[src/rtl/mmu_tlb_if.sv]
`default_nettype none
// ============================================================================
// Module   : mmu_tlb_if
// Brief    : Translation request/result and TLB management bundle for mmu_tlb.
// Revision : 1.0 - initial release
// ============================================================================
interface mmu_tlb_if #(
    parameter int IDX_W = 4
);
    logic [7:0]       asid;
    logic             i_req;
    logic [31:0]      i_vaddr;
    logic             i_valid;
    logic [31:0]      i_paddr;
    logic             i_uncached;
    logic             i_refill;
    logic             i_invalid;
    logic             d_req;
    logic             d_we;
    logic [31:0]      d_vaddr;
    logic             d_valid;
    logic [31:0]      d_paddr;
    logic             d_uncached;
    logic             d_refill;
    logic             d_invalid;
    logic             d_modified;
    logic [1:0]       tlb_op;
    logic [IDX_W-1:0] tlb_index;
    logic [31:0]      tlb_entryhi;
    logic [31:0]      tlb_entrylo0;
    logic [31:0]      tlb_entrylo1;
    logic             tlb_done;
    logic [31:0]      tlbp_index;
    logic [31:0]      r_entryhi;
    logic [31:0]      r_entrylo0;
    logic [31:0]      r_entrylo1;

    modport master (
        output asid, i_req, i_vaddr, d_req, d_we, d_vaddr,
               tlb_op, tlb_index, tlb_entryhi, tlb_entrylo0, tlb_entrylo1,
        input  i_valid, i_paddr, i_uncached, i_refill, i_invalid,
               d_valid, d_paddr, d_uncached, d_refill, d_invalid, d_modified,
               tlb_done, tlbp_index, r_entryhi, r_entrylo0, r_entrylo1
    );

    modport slave (
        input  asid, i_req, i_vaddr, d_req, d_we, d_vaddr,
               tlb_op, tlb_index, tlb_entryhi, tlb_entrylo0, tlb_entrylo1,
        output i_valid, i_paddr, i_uncached, i_refill, i_invalid,
               d_valid, d_paddr, d_uncached, d_refill, d_invalid, d_modified,
               tlb_done, tlbp_index, r_entryhi, r_entrylo0, r_entrylo1
    );
endinterface
`default_nettype wire

[src/rtl/mmu_tlb.sv]
`default_nettype none
// ============================================================================
// Module   : mmu_tlb
// Brief    : Dual-port (fetch/data) MIPS-style address translation with a
//            fully-associative TLB, present only when MMU_TLB_EN is defined.
// Revision : 1.0 - initial release
// ============================================================================
module mmu_tlb #(
    parameter int TLB_ENTRIES = 16,
    parameter int IDX_W       = 4
) (
    input logic      clk,
    input logic      reset,
    mmu_tlb_if.slave bus
);
    localparam logic [1:0]  c_OP_PROBE   = 2'b10;
    localparam logic [1:0]  c_OP_READ    = 2'b11;
    localparam logic [31:0] c_PROBE_MISS = 32'h8000_0000;

    typedef struct packed {
        logic [31:0] paddr;
        logic        uncached;
        logic        refill;
        logic        invalid;
        logic        modified;
    } res_t;

    function automatic logic is_mapped(input logic [31:0] va);
        return va[31:30] != 2'b10;
    endfunction

    // kseg0/kseg1 strip their base; mapped segments pass through unless the TLB overrides them.
    function automatic res_t seg_xlate(input logic [31:0] va);
        res_t r;
        r       = '0;
        r.paddr = va;
        if (va[31:29] == 3'b100) begin
            r.paddr = {va[31:28] - 4'h8, va[27:0]};
        end else if (va[31:29] == 3'b101) begin
            r.paddr    = {va[31:28] - 4'hA, va[27:0]};
            r.uncached = 1'b1;
        end
        return r;
    endfunction

    res_t        w_i_res;
    res_t        w_d_res;
    logic [31:0] w_probe;
    logic [31:0] w_rd_hi;
    logic [31:0] w_rd_lo0;
    logic [31:0] w_rd_lo1;
    logic        w_unused;

    res_t        r_i_res;
    res_t        r_d_res;
    logic        r_i_valid;
    logic        r_d_valid;
    logic        r_done;
    logic [31:0] r_tlbp;
    logic [31:0] r_rd_hi;
    logic [31:0] r_rd_lo0;
    logic [31:0] r_rd_lo1;

`ifdef MMU_TLB_EN
    localparam logic [1:0]       c_OP_WRITE = 2'b01;
    localparam logic [IDX_W:0]   c_ENTRIES  = (IDX_W + 1)'(TLB_ENTRIES);

    typedef struct packed {
        logic [19:0] pfn;
        logic [2:0]  c;
        logic        d;
        logic        v;
    } lo_t;

    logic [18:0] r_vpn2 [TLB_ENTRIES];
    logic [7:0]  r_asid [TLB_ENTRIES];
    logic        r_g    [TLB_ENTRIES];
    lo_t         r_lo0  [TLB_ENTRIES];
    lo_t         r_lo1  [TLB_ENTRIES];

    logic [TLB_ENTRIES-1:0] w_i_hit;
    logic [TLB_ENTRIES-1:0] w_d_hit;
    logic [TLB_ENTRIES-1:0] w_p_hit;
    logic [IDX_W-1:0]       w_i_idx;
    logic [IDX_W-1:0]       w_d_idx;
    logic [IDX_W-1:0]       w_p_idx;
    lo_t                    w_i_lo;
    lo_t                    w_d_lo;
    logic                   w_idx_ok;

    for (genvar k = 0; k < TLB_ENTRIES; k++) begin : g_match
        assign w_i_hit[k] = (r_vpn2[k] == bus.i_vaddr[31:13]) &&
                            (r_g[k] || (r_asid[k] == bus.asid));
        assign w_d_hit[k] = (r_vpn2[k] == bus.d_vaddr[31:13]) &&
                            (r_g[k] || (r_asid[k] == bus.asid));
        assign w_p_hit[k] = (r_vpn2[k] == bus.tlb_entryhi[31:13]) &&
                            (r_g[k] || (r_asid[k] == bus.tlb_entryhi[7:0]));
    end

    // Scanning downward leaves the lowest matching index as the winner.
    function automatic logic [IDX_W-1:0] first_hit(input logic [TLB_ENTRIES-1:0] hit);
        logic [IDX_W-1:0] idx;
        idx = '0;
        for (int k = TLB_ENTRIES - 1; k >= 0; k--) begin
            if (hit[k]) idx = IDX_W'(k);
        end
        return idx;
    endfunction

    function automatic res_t tlb_xlate(input logic [31:0] va, input logic store,
                                       input logic hit, input lo_t lo);
        res_t r;
        r = '0;
        if (!hit) begin
            r.refill = 1'b1;
        end else if (!lo.v) begin
            r.invalid = 1'b1;
        end else if (store && !lo.d) begin
            r.modified = 1'b1;
        end else begin
            r.paddr    = {lo.pfn, va[11:0]};
            r.uncached = (lo.c == 3'b010);
        end
        return r;
    endfunction

    always_comb begin
        w_i_idx  = first_hit(w_i_hit);
        w_d_idx  = first_hit(w_d_hit);
        w_p_idx  = first_hit(w_p_hit);
        w_i_lo   = bus.i_vaddr[12] ? r_lo1[w_i_idx] : r_lo0[w_i_idx];
        w_d_lo   = bus.d_vaddr[12] ? r_lo1[w_d_idx] : r_lo0[w_d_idx];
        w_i_res  = seg_xlate(bus.i_vaddr);
        w_d_res  = seg_xlate(bus.d_vaddr);
        if (is_mapped(bus.i_vaddr)) w_i_res = tlb_xlate(bus.i_vaddr, 1'b0, |w_i_hit, w_i_lo);
        if (is_mapped(bus.d_vaddr)) w_d_res = tlb_xlate(bus.d_vaddr, bus.d_we, |w_d_hit, w_d_lo);
        w_probe  = (|w_p_hit) ? {{(32 - IDX_W){1'b0}}, w_p_idx} : c_PROBE_MISS;
        w_idx_ok = ({1'b0, bus.tlb_index} < c_ENTRIES);
        w_rd_hi  = '0;
        w_rd_lo0 = '0;
        w_rd_lo1 = '0;
        if (w_idx_ok) begin
            w_rd_hi  = {r_vpn2[bus.tlb_index], 5'b0, r_asid[bus.tlb_index]};
            w_rd_lo0 = {6'b0, r_lo0[bus.tlb_index], r_g[bus.tlb_index]};
            w_rd_lo1 = {6'b0, r_lo1[bus.tlb_index], r_g[bus.tlb_index]};
        end
    end

    always_ff @(posedge clk) begin
        if (reset) begin
            for (int k = 0; k < TLB_ENTRIES; k++) begin
                r_vpn2[k] <= '0;
                r_asid[k] <= '0;
                r_g[k]    <= 1'b0;
                r_lo0[k]  <= '0;
                r_lo1[k]  <= '0;
            end
        end else if ((bus.tlb_op == c_OP_WRITE) && w_idx_ok) begin
            r_vpn2[bus.tlb_index] <= bus.tlb_entryhi[31:13];
            r_asid[bus.tlb_index] <= bus.tlb_entryhi[7:0];
            r_g[bus.tlb_index]    <= bus.tlb_entrylo0[0] & bus.tlb_entrylo1[0];
            r_lo0[bus.tlb_index]  <= bus.tlb_entrylo0[25:1];
            r_lo1[bus.tlb_index]  <= bus.tlb_entrylo1[25:1];
        end
    end

    assign w_unused = ^{bus.tlb_entryhi[12:8], bus.tlb_entrylo0[31:26],
                        bus.tlb_entrylo1[31:26], r_i_res.modified};
`else
    always_comb begin
        w_i_res  = seg_xlate(bus.i_vaddr);
        w_d_res  = seg_xlate(bus.d_vaddr);
        w_probe  = c_PROBE_MISS;
        w_rd_hi  = '0;
        w_rd_lo0 = '0;
        w_rd_lo1 = '0;
    end

    assign w_unused = ^{bus.asid, bus.d_we, bus.tlb_index, bus.tlb_entryhi,
                        bus.tlb_entrylo0, bus.tlb_entrylo1, r_i_res.modified};
`endif

    always_ff @(posedge clk) begin
        if (reset) begin
            r_i_valid <= 1'b0;
            r_i_res   <= '0;
            r_d_valid <= 1'b0;
            r_d_res   <= '0;
            r_done    <= 1'b0;
            r_tlbp    <= '0;
            r_rd_hi   <= '0;
            r_rd_lo0  <= '0;
            r_rd_lo1  <= '0;
        end else begin
            r_i_valid <= bus.i_req;
            r_i_res   <= bus.i_req ? w_i_res : '0;
            r_d_valid <= bus.d_req;
            r_d_res   <= bus.d_req ? w_d_res : '0;
            r_done    <= (bus.tlb_op != 2'b00);
            if (bus.tlb_op == c_OP_PROBE) r_tlbp <= w_probe;
            if (bus.tlb_op == c_OP_READ) begin
                r_rd_hi  <= w_rd_hi;
                r_rd_lo0 <= w_rd_lo0;
                r_rd_lo1 <= w_rd_lo1;
            end
        end
    end

    // Reset masks the registered results at once so an in-flight result is never observed.
    assign bus.i_valid    = r_i_valid & ~reset;
    assign bus.i_paddr    = reset ? '0 : r_i_res.paddr;
    assign bus.i_uncached = r_i_res.uncached & ~reset;
    assign bus.i_refill   = r_i_res.refill & ~reset;
    assign bus.i_invalid  = r_i_res.invalid & ~reset;
    assign bus.d_valid    = r_d_valid & ~reset;
    assign bus.d_paddr    = reset ? '0 : r_d_res.paddr;
    assign bus.d_uncached = r_d_res.uncached & ~reset;
    assign bus.d_refill   = r_d_res.refill & ~reset;
    assign bus.d_invalid  = r_d_res.invalid & ~reset;
    assign bus.d_modified = r_d_res.modified & ~reset;
    assign bus.tlb_done   = r_done & ~reset;
    assign bus.tlbp_index = reset ? '0 : r_tlbp;
    assign bus.r_entryhi  = reset ? '0 : r_rd_hi;
    assign bus.r_entrylo0 = reset ? '0 : r_rd_lo0;
    assign bus.r_entrylo1 = reset ? '0 : r_rd_lo1;
endmodule
`default_nettype wire

[src/flat_wrapper.sv]
// flat-port wrapper written by rule: the top's interface ports become plain ports
module mmu_tlb_flat 
#(
    parameter int TLB_ENTRIES = 16,
    parameter int IDX_W       = 4
)
  (clk, reset, bus_asid, bus_i_req, bus_i_vaddr, bus_d_req, bus_d_we, bus_d_vaddr, bus_tlb_op, bus_tlb_index, bus_tlb_entryhi, bus_tlb_entrylo0, bus_tlb_entrylo1, bus_i_valid, bus_i_paddr, bus_i_uncached, bus_i_refill, bus_i_invalid, bus_d_valid, bus_d_paddr, bus_d_uncached, bus_d_refill, bus_d_invalid, bus_d_modified, bus_tlb_done, bus_tlbp_index, bus_r_entryhi, bus_r_entrylo0, bus_r_entrylo1);
  mmu_tlb_if #(.IDX_W(IDX_W)) bus_i ();
  input logic clk;
  input logic reset;
  input wire logic [$bits(bus_i.asid)-1:0] bus_asid;
  input wire logic [$bits(bus_i.i_req)-1:0] bus_i_req;
  input wire logic [$bits(bus_i.i_vaddr)-1:0] bus_i_vaddr;
  input wire logic [$bits(bus_i.d_req)-1:0] bus_d_req;
  input wire logic [$bits(bus_i.d_we)-1:0] bus_d_we;
  input wire logic [$bits(bus_i.d_vaddr)-1:0] bus_d_vaddr;
  input wire logic [$bits(bus_i.tlb_op)-1:0] bus_tlb_op;
  input wire logic [$bits(bus_i.tlb_index)-1:0] bus_tlb_index;
  input wire logic [$bits(bus_i.tlb_entryhi)-1:0] bus_tlb_entryhi;
  input wire logic [$bits(bus_i.tlb_entrylo0)-1:0] bus_tlb_entrylo0;
  input wire logic [$bits(bus_i.tlb_entrylo1)-1:0] bus_tlb_entrylo1;
  output wire logic [$bits(bus_i.i_valid)-1:0] bus_i_valid;
  output wire logic [$bits(bus_i.i_paddr)-1:0] bus_i_paddr;
  output wire logic [$bits(bus_i.i_uncached)-1:0] bus_i_uncached;
  output wire logic [$bits(bus_i.i_refill)-1:0] bus_i_refill;
  output wire logic [$bits(bus_i.i_invalid)-1:0] bus_i_invalid;
  output wire logic [$bits(bus_i.d_valid)-1:0] bus_d_valid;
  output wire logic [$bits(bus_i.d_paddr)-1:0] bus_d_paddr;
  output wire logic [$bits(bus_i.d_uncached)-1:0] bus_d_uncached;
  output wire logic [$bits(bus_i.d_refill)-1:0] bus_d_refill;
  output wire logic [$bits(bus_i.d_invalid)-1:0] bus_d_invalid;
  output wire logic [$bits(bus_i.d_modified)-1:0] bus_d_modified;
  output wire logic [$bits(bus_i.tlb_done)-1:0] bus_tlb_done;
  output wire logic [$bits(bus_i.tlbp_index)-1:0] bus_tlbp_index;
  output wire logic [$bits(bus_i.r_entryhi)-1:0] bus_r_entryhi;
  output wire logic [$bits(bus_i.r_entrylo0)-1:0] bus_r_entrylo0;
  output wire logic [$bits(bus_i.r_entrylo1)-1:0] bus_r_entrylo1;
  assign bus_i.asid = bus_asid;
  assign bus_i.i_req = bus_i_req;
  assign bus_i.i_vaddr = bus_i_vaddr;
  assign bus_i.d_req = bus_d_req;
  assign bus_i.d_we = bus_d_we;
  assign bus_i.d_vaddr = bus_d_vaddr;
  assign bus_i.tlb_op = bus_tlb_op;
  assign bus_i.tlb_index = bus_tlb_index;
  assign bus_i.tlb_entryhi = bus_tlb_entryhi;
  assign bus_i.tlb_entrylo0 = bus_tlb_entrylo0;
  assign bus_i.tlb_entrylo1 = bus_tlb_entrylo1;
  assign bus_i_valid = bus_i.i_valid;
  assign bus_i_paddr = bus_i.i_paddr;
  assign bus_i_uncached = bus_i.i_uncached;
  assign bus_i_refill = bus_i.i_refill;
  assign bus_i_invalid = bus_i.i_invalid;
  assign bus_d_valid = bus_i.d_valid;
  assign bus_d_paddr = bus_i.d_paddr;
  assign bus_d_uncached = bus_i.d_uncached;
  assign bus_d_refill = bus_i.d_refill;
  assign bus_d_invalid = bus_i.d_invalid;
  assign bus_d_modified = bus_i.d_modified;
  assign bus_tlb_done = bus_i.tlb_done;
  assign bus_tlbp_index = bus_i.tlbp_index;
  assign bus_r_entryhi = bus_i.r_entryhi;
  assign bus_r_entrylo0 = bus_i.r_entrylo0;
  assign bus_r_entrylo1 = bus_i.r_entrylo1;
  mmu_tlb #(.TLB_ENTRIES(TLB_ENTRIES), .IDX_W(IDX_W)) u_core (.clk(clk), .reset(reset), .bus(bus_i));
endmodule
[config.mk]
export PLATFORM = sky130hd
export DESIGN_NAME = mmu_tlb_flat
export DESIGN_NICKNAME = d
export VERILOG_FILES = /design/src/rtl/mmu_tlb_if.sv /design/src/rtl/mmu_tlb.sv /design/src/flat_wrapper.sv
export SDC_FILE = /design/constraint.sdc
export NUM_CORES = 1
export LEC_CHECK = 0
export ABC_AREA = 1
export BUFFER_PORTS_ARGS = -buffer_cell sky130_fd_sc_hd__buf_2
export CAP_MARGIN = 40
export CORE_AREA = 3 3 146 148
export CTS_CLUSTER_DIAMETER = 60
export DETAILED_ROUTE_END_ITERATION = 8
export DIE_AREA = 0 0 149 151
export SETUP_SLACK_MARGIN = 0.1
export SLEW_MARGIN = 20
export SYNTH_ARGS = -nofsm -noshare
export SYNTH_HDL_FRONTEND = slang
export SYNTH_SLANG_ARGS = --single-unit
[constraint.sdc]
create_clock -name clk -period 0.9 [get_ports clk]
set_input_delay 0.045 -clock clk [delete_from_list [all_inputs] [get_ports clk]]
set_output_delay 0.045 -clock clk [all_outputs]
set_load 0.03 [all_outputs]
==> summary.md, run 1 <==
| Metric | Value |
|---|---|
| Vias after detailed routing | `3,181` |
| Initial core utilization | `18.6%` |
| Slew Limit Fails | `0` |
| Final Util | `28.8%` |
| Hold Vio Cnt, Final | `0` |
| Fmax | `0.997 GHz` |
| Total gr overflow | `0` |
| CTS max path bufs | `2` |
| Ant diodes | `0` |
| Clock Root Buffer | `clkbuf_16` |
| Clk_skew | `0 ns` |
| Worst Path Required | `0.85 ns` |
| Routed length per instance | `9.22 um` |
| Initial antenna violation count | `0` |
| Sink Count | `70` |
| RSZ-0062 raised after global routing | `yes` |
| Peak supply drop | `0.000725 V` |
| Slowest CP cell | `dfxtp_1` |
| Total routed wirelength | `9360 um` |
| Synth unique cells | `18` |
| Mean number of vias per cell | `3.13` |
| Post-Syn Area | `3750 um2` |
| Final worst setup slack | `-0.103 ns` |
| Routed wl met3 | `852 um` |
| Fillers | `2,105` |
| Startpoint types | `register` |
| H-tree depth | `3` |
| DP HPWL | `6520 um` |
| Register area share after synthesis | `37.4%` |
| Crit path kind | `register to primary output` |
| Final weighted congestion in routability-driven placement | `0.671` |
| Crit path DAT | `0.96 ns` |
| Worst-path fanout max | `1` |
| Drt pass-1 iters | `3` |
| Gr usage total | `7.62%` |
| Yosys reg bits | `70` |
| CTS Buf Count | `9` |
| Setup TNS | `-4.21 ns` |
| Area of the core | `20,200 um2` |
| Final period utilization | `111%` |
| Worst setup EP type | `primary output` |
| Clock-pin slew on the worst setup and hold paths | `0.06 ns` |
| Placed cells | `937` |
| Met2 routed WL | `4930 um` |
| Status | `finished, violations left` |
| Crit path launch | `u_core.r_i_valid` |
| Cells after synthesis | `524` |
| Minimum clock period | `1.00 ns` |
| Share of cells above drive strength 1 | `38.9%` |
| CP max stage delay | `0.31 ns` |
| Die Wd | `149 um` |
| Hold_sp | `bus_i_vaddr[31]` |
| Io pins | `381` |
| CTS tree | `done` |
| DRT met1 WL | `3450 um` |
| Clock Latency Late Sink | `0.32 ns` |
| DRC violations left | `0` |
| Yosys warns | `0` |
| DIE AREA | `22,500 um2` |
| Crit-path cells | `inv_1 -> nor2_1 -> buf_4` |
| # setup viols final | `70` |
| PD cells | `1540 nW/um2` |
| Pin count of the biggest net entering global routing | `37` |
| # port buffers | `139` |
| Nets | `926` |
| Vias in the first global route | `2,850` |
| Leakage power | `3.08 nW` |
| Reg2reg start | `u_core.r_tlbp[31]` |
| Layout Cells excl Fill | `1,015` |
| Area growth, synth to finish | `54.8%` |
| Worst Hold Class | `primary input to register` |
| Delay-heaviest family, CP | `flip-flops` |
| First-pass GRT wire length | `13,300 um` |
| Top Layer Used | `met4` |
| DRT iter0 DRCs | `47` |
| Failing checks | `negative setup slack` |
| Syn_area_per_cell | `7.16 um2` |
| Buf+Inv Stages, Crit Path | `2` |
| Total Power | `0.00897 W` |
| Max-cap violations | `0` |
| Rows | `52` |
| DIE HEIGHT | `151 um` |
| Final ANT Viol Nets | `0` |
==> routing by layer <==
| metal | vias up | global-route usage (%) |
|---|---|---|
| met3 | 7 | 2.96 |
| met5 | - | 0 |
| met1 | 1414 | 8.03 |
| met2 | 155 | 13.6 |
| met4 | 0 | 3.11 |
| li1 | 1605 | - |
==> metrics by stage <==
step | instance area [um2] | worst slack (ns) | hold WS (ns)
2_1_floorplan | 4240 | 0.107 | 0.157
3_3_place_gp | 4390 | -0.0427 | 0.259
3_5_place_dp | 4390 | -0.0496 | 0.262
4_1_cts | 5550 | -0.125 | 0.0242
5_1_grt | 5810 | -0.150 | 0.0513
6_report | 5810 | -0.103 | 0.0358
==> worst paths after layout <==
check                       endpoint  slack [ns]  depth (start not counted)
setup / recovery         bus_i_valid       -0.10                          3
hold / removal    u_core.r_i_res[34]        0.04                          4
setup reg to reg   u_core.r_tlbp[31]        0.24                          3
hold reg to reg    u_core.r_tlbp[31]        0.57                          3
==> cells in the mapped netlist <==
library cell | n | area [um2]
nor2_1 | 138 | 518
buf_4 | 132 | 991
buf_6 | 7 | 78.8
inv_1 | 139 | 522
nand3_1 | 2 | 10.0
buf_2 | 7 | 35.0
nand2_1 | 10 | 37.5
nor3_1 | 2 | 10.0
dfxtp_1 | 70 | 1400
nand2_4 | 2 | 22.5
a21oi_1 | 1 | 5.00
nand4_1 | 2 | 12.5
nor2_2 | 2 | 12.5
inv_4 | 1 | 6.26
and2_1 | 1 | 6.26
inv_2 | 1 | 3.75
conb_1 | 1 | 3.75
ha_1 | 6 | 75.1
==> cell usage in the layout (no fill, tap or decap), drive strengths merged <==
master,instances
bufinv,2
clkinvlp,1
nand2,12
nor3,2
a21oi,1
dlygate4sd3,62
dfxtp,70
nand3,2
buf,159
nor2,140
inv,141
ha,6
conb,132
clkbuf,11
nand4,2
clkinv,1
and2,1
==> registers in the layout (all words and copies together) (netlist names) <==
name              flops
u_core.r_tlbp         1
u_core.r_i_valid      1
u_core.r_done         1
u_core.r_i_res       33
u_core.r_d_valid      1
u_core.r_d_res       33
==> area by class of cell <==
cell class / count / area, um2 / area share, %
clock buffers: 11 / 233 / 4.01
clock inverters: 4 / 72.6 / 1.25
inverters: 141 / 532 / 9.16
multi-input cells: 298 / 1340 / 23.1
flip-flops and latches: 70 / 1460 / 25.1
well taps: 270 / 338 / 5.82
repair buffers: 221 / 1840 / 31.6
==> logic make-up (layout without fill, tap and decap cells) <==
kind of cell             Yosys count  after routing  synth area share, %
AO/OA/AOI/OAI                      1              1                0.133
other                              1            132                0.100
flip-flops                        70             70                 37.4
buffers and inverters            287            377                 43.6
adder cells (fa/ha/maj)            6              6                 2.00
AND/OR/NAND/NOR                  159            159                 16.8
==> worst min-delay path: stages <==
cell,delay (ns)
buf_2,0.10
nand4_1,0.09
nand2_1,0.06
nor2_1,0.03
==> report_power, final <==
group | total, W | switching [W] | internal (W)
clock network | 0.00371 | 0.00130 | 0.00241
logic | 0.00198 | 0.00136 | 0.000619
registers | 0.00328 | 0.0000424 | 0.00324
==> timing repair <==
| action | CTS | global route |
|---|---|---|
| setup endpoints to repair | 70 | 70 |
| hold endpoints to repair | 62 | 0 |
| setup buffers | 1 | 0 |
| hold buffers | 62 | 0 |
| resized for setup | 90 | 135 |
| pin swaps | 2 | 28 |
No activity file was read; power rests on OpenSTA's default activity.
==> run 2, diff against run 1 <==
--- a/config.mk
+++ b/config.mk
@@ -12,6 +12,7 @@
 export CTS_CLUSTER_DIAMETER = 60
 export DETAILED_ROUTE_END_ITERATION = 8
 export DIE_AREA = 0 0 149 151
+export REMOVE_ABC_BUFFERS = 1
 export SETUP_SLACK_MARGIN = 0.1
 export SLEW_MARGIN = 20
 export SYNTH_ARGS = -nofsm -noshare
==> summary.md, run 2 (synthesized netlist as in run 1, its figures left out) <==
| Metric | Value |
|---|---|
| Status | `finished, violations left (unchanged)` |
| Failing checks | `negative hold slack, negative setup slack (was negative setup slack)` |
| Peak supply drop | `0.000791 V (was 0.000725 V)` |
| Clock Root Buffer | `clkbuf_16 (unchanged)` |
| DIE AREA | `22,500 um2 (unchanged)` |
| Crit-path cells | `inv_1 -> nor2_1 -> buf_4 (unchanged)` |
| Slowest CP cell | `dfxtp_1 (unchanged)` |
| Mean number of vias per cell | `3.11 (was 3.13)` |
| Startpoint types | `register (unchanged)` |
| RSZ-0062 raised after global routing | `yes (unchanged)` |
| Reg2reg start | `u_core.r_tlbp[31] (unchanged)` |
| Max-cap violations | `0 (unchanged)` |
| Final worst setup slack | `-0.122 ns (was -0.103 ns)` |
| Most frequent cells in the layout | `132 x conb_1, 116 x inv_1, 115 x nor2_1, 68 x buf_2 (was 132 x conb_1, 106 x nor2_1, 102 x inv_1, 69 x buf_2, 62 x dlygate4sd3_1)` |
| Minimum clock period | `1.02 ns (was 1.00 ns)` |
| Final hold slack | `-0.00634 ns (was 0.0358 ns)` |
| Hold Vio Cnt, Final | `1 (was 0)` |
| DIE HEIGHT | `151 um (unchanged)` |
| Sink Count | `70 (unchanged)` |
| Worst setup EP type | `primary output (unchanged)` |
| H-tree depth | `3 (unchanged)` |
| Setup Buffers After CTS | `0 (was 1)` |
| Hold Buf Count CTS | `62 (unchanged)` |
| DRT iter0 DRCs | `73 (was 47)` |
| Io pins | `381 (unchanged)` |
| Final weighted congestion in routability-driven placement | `0.709 (was 0.671)` |
| Crit path launch | `u_core.r_d_res[9] (was u_core.r_i_valid)` |
| Pin count of the biggest net entering global routing | `32 (was 37)` |
| First-pass GRT wire length | `12,700 um (was 13,300 um)` |
| Final ANT Viol Nets | `0 (unchanged)` |
| Biggest regs | `u_core.r_d_res x33, u_core.r_i_res x33 (unchanged)` |
| Rows | `52 (unchanged)` |
| DRC violations left | `0 (unchanged)` |
| Hold_sp | `bus_d_req (was bus_i_vaddr[31])` |
| Leading cell type in the layout, fill and taps excluded | `conb_1 (unchanged)` |
| Clock-pin slew on the worst setup and hold paths | `0.06 ns (about the same)` |
| Worst-path fanout max | `1 (unchanged)` |
| Die Wd | `149 um (unchanged)` |
| # port buffers | `139 (unchanged)` |
| Nets | `924 (was 926)` |
| Worst Hold Class | `primary input to register (unchanged)` |
| PD cells | `1550 nW/um2 (was 1540 nW/um2)` |
| Area growth, synth to finish | `51.3% (was 54.8%)` |
| Crit path DAT | `0.98 ns (was 0.96 ns)` |
| CTS max path bufs | `2 (unchanged)` |
| Final Util | `28.1% (was 28.8%)` |
| Final period utilization | `114% (was 111%)` |
| Routed length per instance | `9.04 um (was 9.22 um)` |
| Area of the core | `20,200 um2 (unchanged)` |
| # setup viols final | `70 (unchanged)` |
| CTS tree | `done (unchanged)` |
| CTS Buf Count | `9 (unchanged)` |
| Slew Limit Fails | `0 (unchanged)` |
| DP HPWL | `6370 um (was 6520 um)` |
| Worst Path Required | `0.85 ns (about the same)` |
| Setup slack at placement | `-0.00388 ns (was -0.0496 ns)` |
| Vias after detailed routing | `3,156 (was 3,181)` |
| Total gr overflow | `0 (unchanged)` |
| Total Power | `0.00882 W (was 0.00897 W)` |
| CP max stage delay | `0.31 ns (about the same)` |
| Total routed wirelength | `9180 um (was 9360 um)` |
| Drt pass-1 iters | `5 (was 3)` |
| Crit path kind | `register to primary output (unchanged)` |
| Vias in the first global route | `2,776 (was 2,850)` |
| Fmax | `0.978 GHz (was 0.997 GHz)` |
| Leakage power | `3.06 nW (was 3.08 nW)` |
| Placement Cell Area | `4360 um2 (was 4390 um2)` |
| Clk_skew | `0 ns (unchanged)` |
| Gr usage total | `7.36% (was 7.62%)` |
| Design Area, Final | `5670 um2 (was 5810 um2)` |
| Initial antenna violation count | `1 (was 0)` |
| Share of cells above drive strength 1 | `33.9% (was 38.9%)` |
| Initial core utilization | `18.6% (unchanged)` |
| Clock Latency Late Sink | `0.33 ns (was 0.32 ns)` |
run 2: path summary, 6_finish.rpt:
kind | to | slack [ns] | cells after the start
max reg2reg | u_core.r_tlbp[31] | 0.35 | 2
max | bus_d_paddr[5] | -0.12 | 3
min reg2reg | u_core.r_tlbp[31] | 0.48 | 2
min | u_core.r_d_valid | -0.006 | 3
run 2: layer usage:
layer | GRT usage (%) | up-vias | wire length [um]
li1 | - | 1603 | -
met1 | 6.77 | 1380 | 3200
met3 | 4.19 | 8 | 1140
met2 | 13.5 | 165 | 4720
met4 | 2.75 | 0 | 120
met5 | 0 | - | 0
run 2: what timing repair did:
action,in CTS,in global routing
resized for setup,82,92
hold endpoints to repair,63,1
endpoints found under the setup margin,70,73
pin swaps,1,15
run 2: critical path: cells and delay by family (launching register included):
family        cells  cell delay, ns
buf+inv           2            0.22
simple gates      1            0.11
flops             1            0.31
run 2: power breakdown:
group          internal (W)  switching [W]
sequential          0.00324      0.0000381
clock               0.00228        0.00133
combinational      0.000592        0.00133
run 2: through the flow:
step                instances  TNS [ns]
floorplan                 509         0
global placement          936  -0.00314
detailed placement        936  -0.00885
CTS                      1014     -6.15
global route             1015     -8.59
finish                   1015     -4.40
run 2: layout make-up:
class / count / area, um2
Clock inverter: 4 / 45.0
Antenna cell: 1 / 2.50
Fill cell: 2112 / 14500
Inverter: 141 / 532
Multi-Input combinational cell: 298 / 1300
Timing Repair Buffer: 219 / 1770
Sequential cell: 70 / 1440
Tap cell: 270 / 338
Clock buffer: 12 / 256
